`src/rtl/fp32_to_fpu_operand_conv.sv`:
```
// rtl/fp32_to_fpu_operand_conv.sv - IEEE binary32 operand pair to custom FPU format, 2-stage backpressured pipeline
//
// Custom format: [31] sign, [30:25] exponent (bias 31, field 0 reserved for zero),
// [24:0] mantissa with implicit leading 1.
//
// Ports:
//   clock, reset           rising-edge clock, asynchronous active-low reset
//   in_valid/in_ready      input handshake for the IEEE pair in_a/in_b
//   out_valid/out_ready    output handshake for the converted pair op_a/op_b
//   flags_a/flags_b        per-operand class: [3] invalid, [2] overflow, [1] underflow, [0] zero
//   sticky_flags           OR of flags of every pair transferred out; clear_sticky zeroes it
//   pair_count             pairs accepted at the input, wraps modulo 2^CNT_W

module fp32_to_fpu_operand_conv #(
    parameter int CNT_W = 16
) (
    input  logic             clock,
    input  logic             reset,
    input  logic             in_valid,
    output logic             in_ready,
    input  logic [31:0]      in_a,
    input  logic [31:0]      in_b,
    output logic             out_valid,
    input  logic             out_ready,
    output logic [31:0]      op_a,
    output logic [31:0]      op_b,
    output logic [3:0]       flags_a,
    output logic [3:0]       flags_b,
    output logic [3:0]       sticky_flags,
    input  logic             clear_sticky,
    output logic [CNT_W-1:0] pair_count
);

    // Returns {flags[3:0], custom[31:0]} for one IEEE operand.
    function automatic logic [35:0] conv(input logic [31:0] x);
        logic              s;
        logic [7:0]        e;
        logic [22:0]       m;
        logic signed [9:0] e_adj;
        s     = x[31];
        e     = x[30:23];
        m     = x[22:0];
        // Rebias in signed 10-bit so out-of-range exponents never alias into the 6-bit field.
        e_adj = $signed({2'b00, e}) - 10'sd96;
        if (e == 8'hFF)
            conv = {4'b1000, s, 6'h3F, 25'h1FF_FFFF};
        else if (e == 8'h00)
            conv = {((m == 23'd0) ? 4'b0001 : 4'b0011), s, 31'd0};
        else if (e_adj <= 10'sd0)
            conv = {4'b0011, s, 31'd0};
        else if (e_adj >= 10'sd64)
            conv = {4'b0100, s, 6'h3F, 25'h1FF_FFFF};
        else
            conv = {4'b0000, s, e_adj[5:0], m, 2'b00};
    endfunction

    logic             s1_valid_q, s1_valid_d;
    logic [31:0]      s1_a_q, s1_a_d;
    logic [31:0]      s1_b_q, s1_b_d;
    logic             s2_valid_q, s2_valid_d;
    logic [31:0]      s2_op_a_q, s2_op_a_d;
    logic [31:0]      s2_op_b_q, s2_op_b_d;
    logic [3:0]       s2_flags_a_q, s2_flags_a_d;
    logic [3:0]       s2_flags_b_q, s2_flags_b_d;
    logic [3:0]       sticky_q, sticky_d;
    logic [CNT_W-1:0] count_q, count_d;

    logic        s2_adv, s1_adv, in_xfer, out_xfer;
    logic [35:0] conv_a, conv_b;

    always_comb begin
        s2_adv   = !s2_valid_q || out_ready;
        s1_adv   = !s1_valid_q || s2_adv;
        in_xfer  = in_valid && s1_adv;
        out_xfer = s2_valid_q && out_ready;
        conv_a   = conv(s1_a_q);
        conv_b   = conv(s1_b_q);

        s1_valid_d   = s1_valid_q;
        s1_a_d       = s1_a_q;
        s1_b_d       = s1_b_q;
        s2_valid_d   = s2_valid_q;
        s2_op_a_d    = s2_op_a_q;
        s2_op_b_d    = s2_op_b_q;
        s2_flags_a_d = s2_flags_a_q;
        s2_flags_b_d = s2_flags_b_q;
        sticky_d     = sticky_q;
        count_d      = count_q;

        if (s1_adv) begin
            s1_valid_d = in_valid;
            if (in_valid) begin
                s1_a_d = in_a;
                s1_b_d = in_b;
            end
        end

        // S2 data only reloads when a real pair moves in, so outputs never glitch on bubbles.
        if (s2_adv) begin
            s2_valid_d = s1_valid_q;
            if (s1_valid_q) begin
                s2_op_a_d    = conv_a[31:0];
                s2_flags_a_d = conv_a[35:32];
                s2_op_b_d    = conv_b[31:0];
                s2_flags_b_d = conv_b[35:32];
            end
        end

        if (clear_sticky)
            sticky_d = 4'd0;
        else if (out_xfer)
            sticky_d = sticky_q | s2_flags_a_q | s2_flags_b_q;

        if (in_xfer)
            count_d = count_q + CNT_W'(1);
    end

    always_ff @(posedge clock or negedge reset) begin
        if (!reset) begin
            s1_valid_q   <= 1'b0;
            s1_a_q       <= 32'd0;
            s1_b_q       <= 32'd0;
            s2_valid_q   <= 1'b0;
            s2_op_a_q    <= 32'd0;
            s2_op_b_q    <= 32'd0;
            s2_flags_a_q <= 4'd0;
            s2_flags_b_q <= 4'd0;
            sticky_q     <= 4'd0;
            count_q      <= '0;
        end else begin
            s1_valid_q   <= s1_valid_d;
            s1_a_q       <= s1_a_d;
            s1_b_q       <= s1_b_d;
            s2_valid_q   <= s2_valid_d;
            s2_op_a_q    <= s2_op_a_d;
            s2_op_b_q    <= s2_op_b_d;
            s2_flags_a_q <= s2_flags_a_d;
            s2_flags_b_q <= s2_flags_b_d;
            sticky_q     <= sticky_d;
            count_q      <= count_d;
        end
    end

    assign in_ready     = s1_adv;
    assign out_valid    = s2_valid_q;
    assign op_a         = s2_op_a_q;
    assign op_b         = s2_op_b_q;
    assign flags_a      = s2_flags_a_q;
    assign flags_b      = s2_flags_b_q;
    assign sticky_flags = sticky_q;
    assign pair_count   = count_q;

endmodule

```
`config.mk`:
```
export PLATFORM = sky130hd
export DESIGN_NAME = fp32_to_fpu_operand_conv
export DESIGN_NICKNAME = d
export VERILOG_FILES = /design/src/rtl/fp32_to_fpu_operand_conv.sv
export SDC_FILE = /design/constraint.sdc
export NUM_CORES = 1
export LEC_CHECK = 0
export ABC_AREA = 1
export CAP_MARGIN = 20
export CORE_UTILIZATION = 40
export DETAILED_ROUTE_END_ITERATION = 7
export GPL_TIMING_DRIVEN = 0
export PLACE_DENSITY_LB_ADDON = 0.15
export SLEW_MARGIN = 20
export SYNTH_ARGS = -nofsm -noshare
export SYNTH_HDL_FRONTEND = slang
export SYNTH_SLANG_ARGS = --single-unit
```
`constraint.sdc`:
```
create_clock -name clock -period 4.2 [get_ports clock]
set_input_delay 0.84 -clock clock [delete_from_list [all_inputs] [get_ports clock]]
set_output_delay 0.84 -clock clock [all_outputs]
set_load 0.01 [all_outputs]
```
==> reports/summary.md <==
In the final layout, the multi-input gates occupy 2590 um^2. After detailed placement, the total cell area comes to 8850 um^2. For the worst flop-to-flop path, the logic depth is 8.

The critical path contains buffers and inverters numbering 3 combined. Area of the core: 16,800 um^2. Hold is met by 0.341 ns. For the worst setup path, the data arrival time is 2.04 ns. The tools report the post-route met1 wirelength as 8920 um. The smallest clock period supported by the final layout is computed as 2.88 ns. The number of flops mapped to enable cells by yosys came out at 0.

From synthesis to final layout, the design area changed by 36.0%. The path class of the tightest hold or removal check is in2async. The headroom to the max-slew limit was 63.8%; the switching fraction of total power was 32.9%. In the routed layout, each cell is associated on average with a via count of 4.87. The slowest cell on the critical path was clkdlybuf4s50_1. Clock tree synthesis found a total of 156 sinks. The logs give 163 for the top-level I/O count and 13,200 um for the HPWL after detailed placement. The clock passes through at most 2 buffers. The logs give 0.42 ns for the insertion delay of the later-clocked pin in the worst-skew pair and 0.831 for the final RePlAce weighted congestion. For the final routed database, the setup TNS stands at 0 ns. The floorplan die area is 17,800 um^2. Launching element type of the critical path: an input pin. The most common cell in the synthesized netlist is nand2_1. The required time at the endpoint of the critical path was 3.36 ns; the mean instance size in the synthesized netlist was 8.32 um^2.

The number of synthesis warnings was 0; the areal power density over the cells was 573 nW/um^2. The final-report max-slew violation count is 0, and the number of diodes is 0. The mapped netlist covers 6920 um^2.

Sequential cell area: 3900 um^2. For the count of standard-cell rows, the log shows 47. By count the netlist is led by 342 x nand2_1, 156 x dfrtp_1, 65 x nor2_1.

Timing would allow up to 347 MHz. The share of total power dissipated in combinational logic is 31.5%. Via count of the first global-routing pass: 5,933. The cell sitting at the root of the clock tree is a clkbuf_16.

In the detailed route, the total length drawn on met3 is 1240 um. Static leakage: 4.45 nW. After clock tree synthesis, the repair step resized 0 gates. The height of the die is 134 um.

At the end of the flow, the number of nets in the layout was 1,086. Count of endpoints failing setup in the final report: 0. By area the synthesized netlist is led by dfrtp_1 56%, nand2_1 19%, nand4_1 5.4%.

For the number of setup buffers added after CTS, the log shows 0. In this run, the clock network consumes 27.4% of the power. The detail route stage leaves a number of antenna-violating nets equal to 0. Prior to clock tree synthesis, the placed netlist has a worst setup slack of 1.31 ns. For the final database, setup skew stands at 0.00666 ns.

The run gives 0 as the number of buffers added to fix hold violations after cts. The detailed router placed 6,069 vias in this run. The number of library cell types mapped by synthesis was 24; the synthesized netlist net count was 904. For the filler cell count in the final layout, the log shows 1,589. Post-route cell area: 9410 um^2. The wire length after detailed routing came out at 18,900 um. Across all setup checks in the final design, the least slack found is 1.32 ns. The initial standard-cell utilization of the core is 41.3%. In the detailed route, the total length drawn on met2 is 8580 um.

The worst setup path is of the in2out kind. Input and output buffers added on the ports amount to 162. In this run the number of H-tree levels came out at 4. The run gives 0 as the initial antenna violation count. TritonCTS built the clock tree.

For the DRC violation count after routing, the log shows 0. After technology mapping, the gate count stands at 832. Entering global routing, the biggest net connects 98 pins. The area fraction of the dominant cell type after synthesis works out to 56.4%. The uppermost layer routed is met4. Summing the sequential cell areas from Yosys gives 56.4% of the chip area. The starting DRC count in detailed routing is 343. Delay of the slowest cell on the worst path: 0.54 ns.

For this run, the leading register cell type out of synthesis is dfrtp_1. The post-route fraction of the period consumed by the critical path works out to 68.6%. The most frequent cell on the critical path is clkdlybuf4s50_1.

Summed over all nets, the switching power comes to 1.78 mW. The overall routing resource usage came out at 22.6%. Per report_power, the sequential group accounts for 41.0% of the total.

The share of post-route cells with drive strength above 1 is 6.82%. The run finished with clean final reports. After global routing the overflow that remains totals 0.

Synthesis inferred 156 register bits. Cell internal power was estimated by the tool at 3.62 mW. dfrtp_1 takes more of the synthesized area than any other cell. In this run the worst path has a maximum fanout of 3. X dimension of the die: 134 um. STA classifies the critical path endpoint as an output pin. In this run, CTS created clock tree buffers numbering 17.

Setup repair after global routing left no endpoint under its margin. The first global-routing pass estimated 31,100 um of wire. Clock-pin slew was measured on the worst setup and hold paths at 0.06 ns.

The logs give 5 for the number of optimization iterations in the first detailed-route pass and 0.000316 V for the maximum VDD drop. The wire length per cell after detailed routing came out at 15.2 um. Once layout is complete, the utilization of the core stands at 56.2%. Counting buffers and inverters, the worst setup path is 4 cells deep. Broken down by cell family, the worst path's largest delay share belongs to buffers and inverters.

The total of max-cap violations was 0. Traced cell by cell, the critical path runs through clkdlybuf4s50_1 > inv_1 > nand3_2 > clkdlybuf4s50_1. The slew at the pin closest to its max-slew limit came out at 0.543 ns. The number of endpoints with negative hold slack in the final report came out at 0. Counting flops with an async set or reset pin after synthesis yields a share of 100%.
through the flow:
step,power (mW),std cells
after global placement,3.93,1214
after detailed placement,3.95,1215
after CTS,5.46,1247
final,5.40,1247
after global routing,5.73,1247
after floorplan,2.96,832
layout make-up:
type,count,share of cell area [%]
buffer,49,3.02
clock buffer,17,4.52
clock inverter,15,1.48
inverter,38,1.52
multi-input combinational,589,27.5
sequential,156,41.5
tap,220,2.92
timing repair buffer,163,17.6
cells by family after synthesis:
kind of cell | synth area share (%)
buffers and inverters | 6.17
AND/OR/NAND/NOR | 32.9
flip-flops | 56.4
XOR/XNOR | 0.886
adder cells (fa/ha/maj) | 0.543
AO/OA/AOI/OAI | 3.07
metal layers:
layer | vias to the layer above | track usage [%]
met4 | 0 | 6.19
met5 | - | 0
met3 | 12 | 5.29
met1 | 2840 | 32.0
li1 | 3059 | -
met2 | 158 | 34.5
power by group through the flow:
stage	clock, mW	combinational, mW	sequential, mW
2_1_floorplan	0	0.640	2.32
3_3_place_gp	0	1.70	2.23
3_5_place_dp	0	1.72	2.23
4_1_cts	1.51	1.73	2.22
5_1_grt	1.58	1.88	2.27
6_report	1.48	1.70	2.22
state kept, by name, summed over array words and instances (netlist names):
register and cells:
s1_valid_q 1, pair_count 16, op_b 31, s1_b_q 32, flags_a 4, op_a 31, out_valid 1, flags_b 4
s1_a_q 32, sticky_flags 4
final timing paths:
check	from	endpoint	slack, ns
worst max-delay path	out_ready	in_ready	1.32
worst min-delay path	reset	pair_count[4]	0.34
worst max register to register	s1_b_q[28]	op_b[25]	2.49
worst min register to register	op_b[17]	op_b[17]	0.50
max in group asynchronous	reset	op_a[8]	3.01
min in group clock	op_b[17]	op_b[17]	0.50
cells in the final DEF, fill, tap and decap left out, types with 5 or more instances in the layout:
cell type	count
xor2_1	5
nand2_1	342
buf_2	14
o21ai_0	32
clkbuf_16	17
clkinvlp_4	5
nand4_1	60
inv_1	36
dfrtp_1	156
buf_4	8
nor2_1	65
clkbuf_1	20
nand3_1	62
buf_6	7
clkdlybuf4s50_1	161
Note: power is estimated with default switching activity, not from simulation.
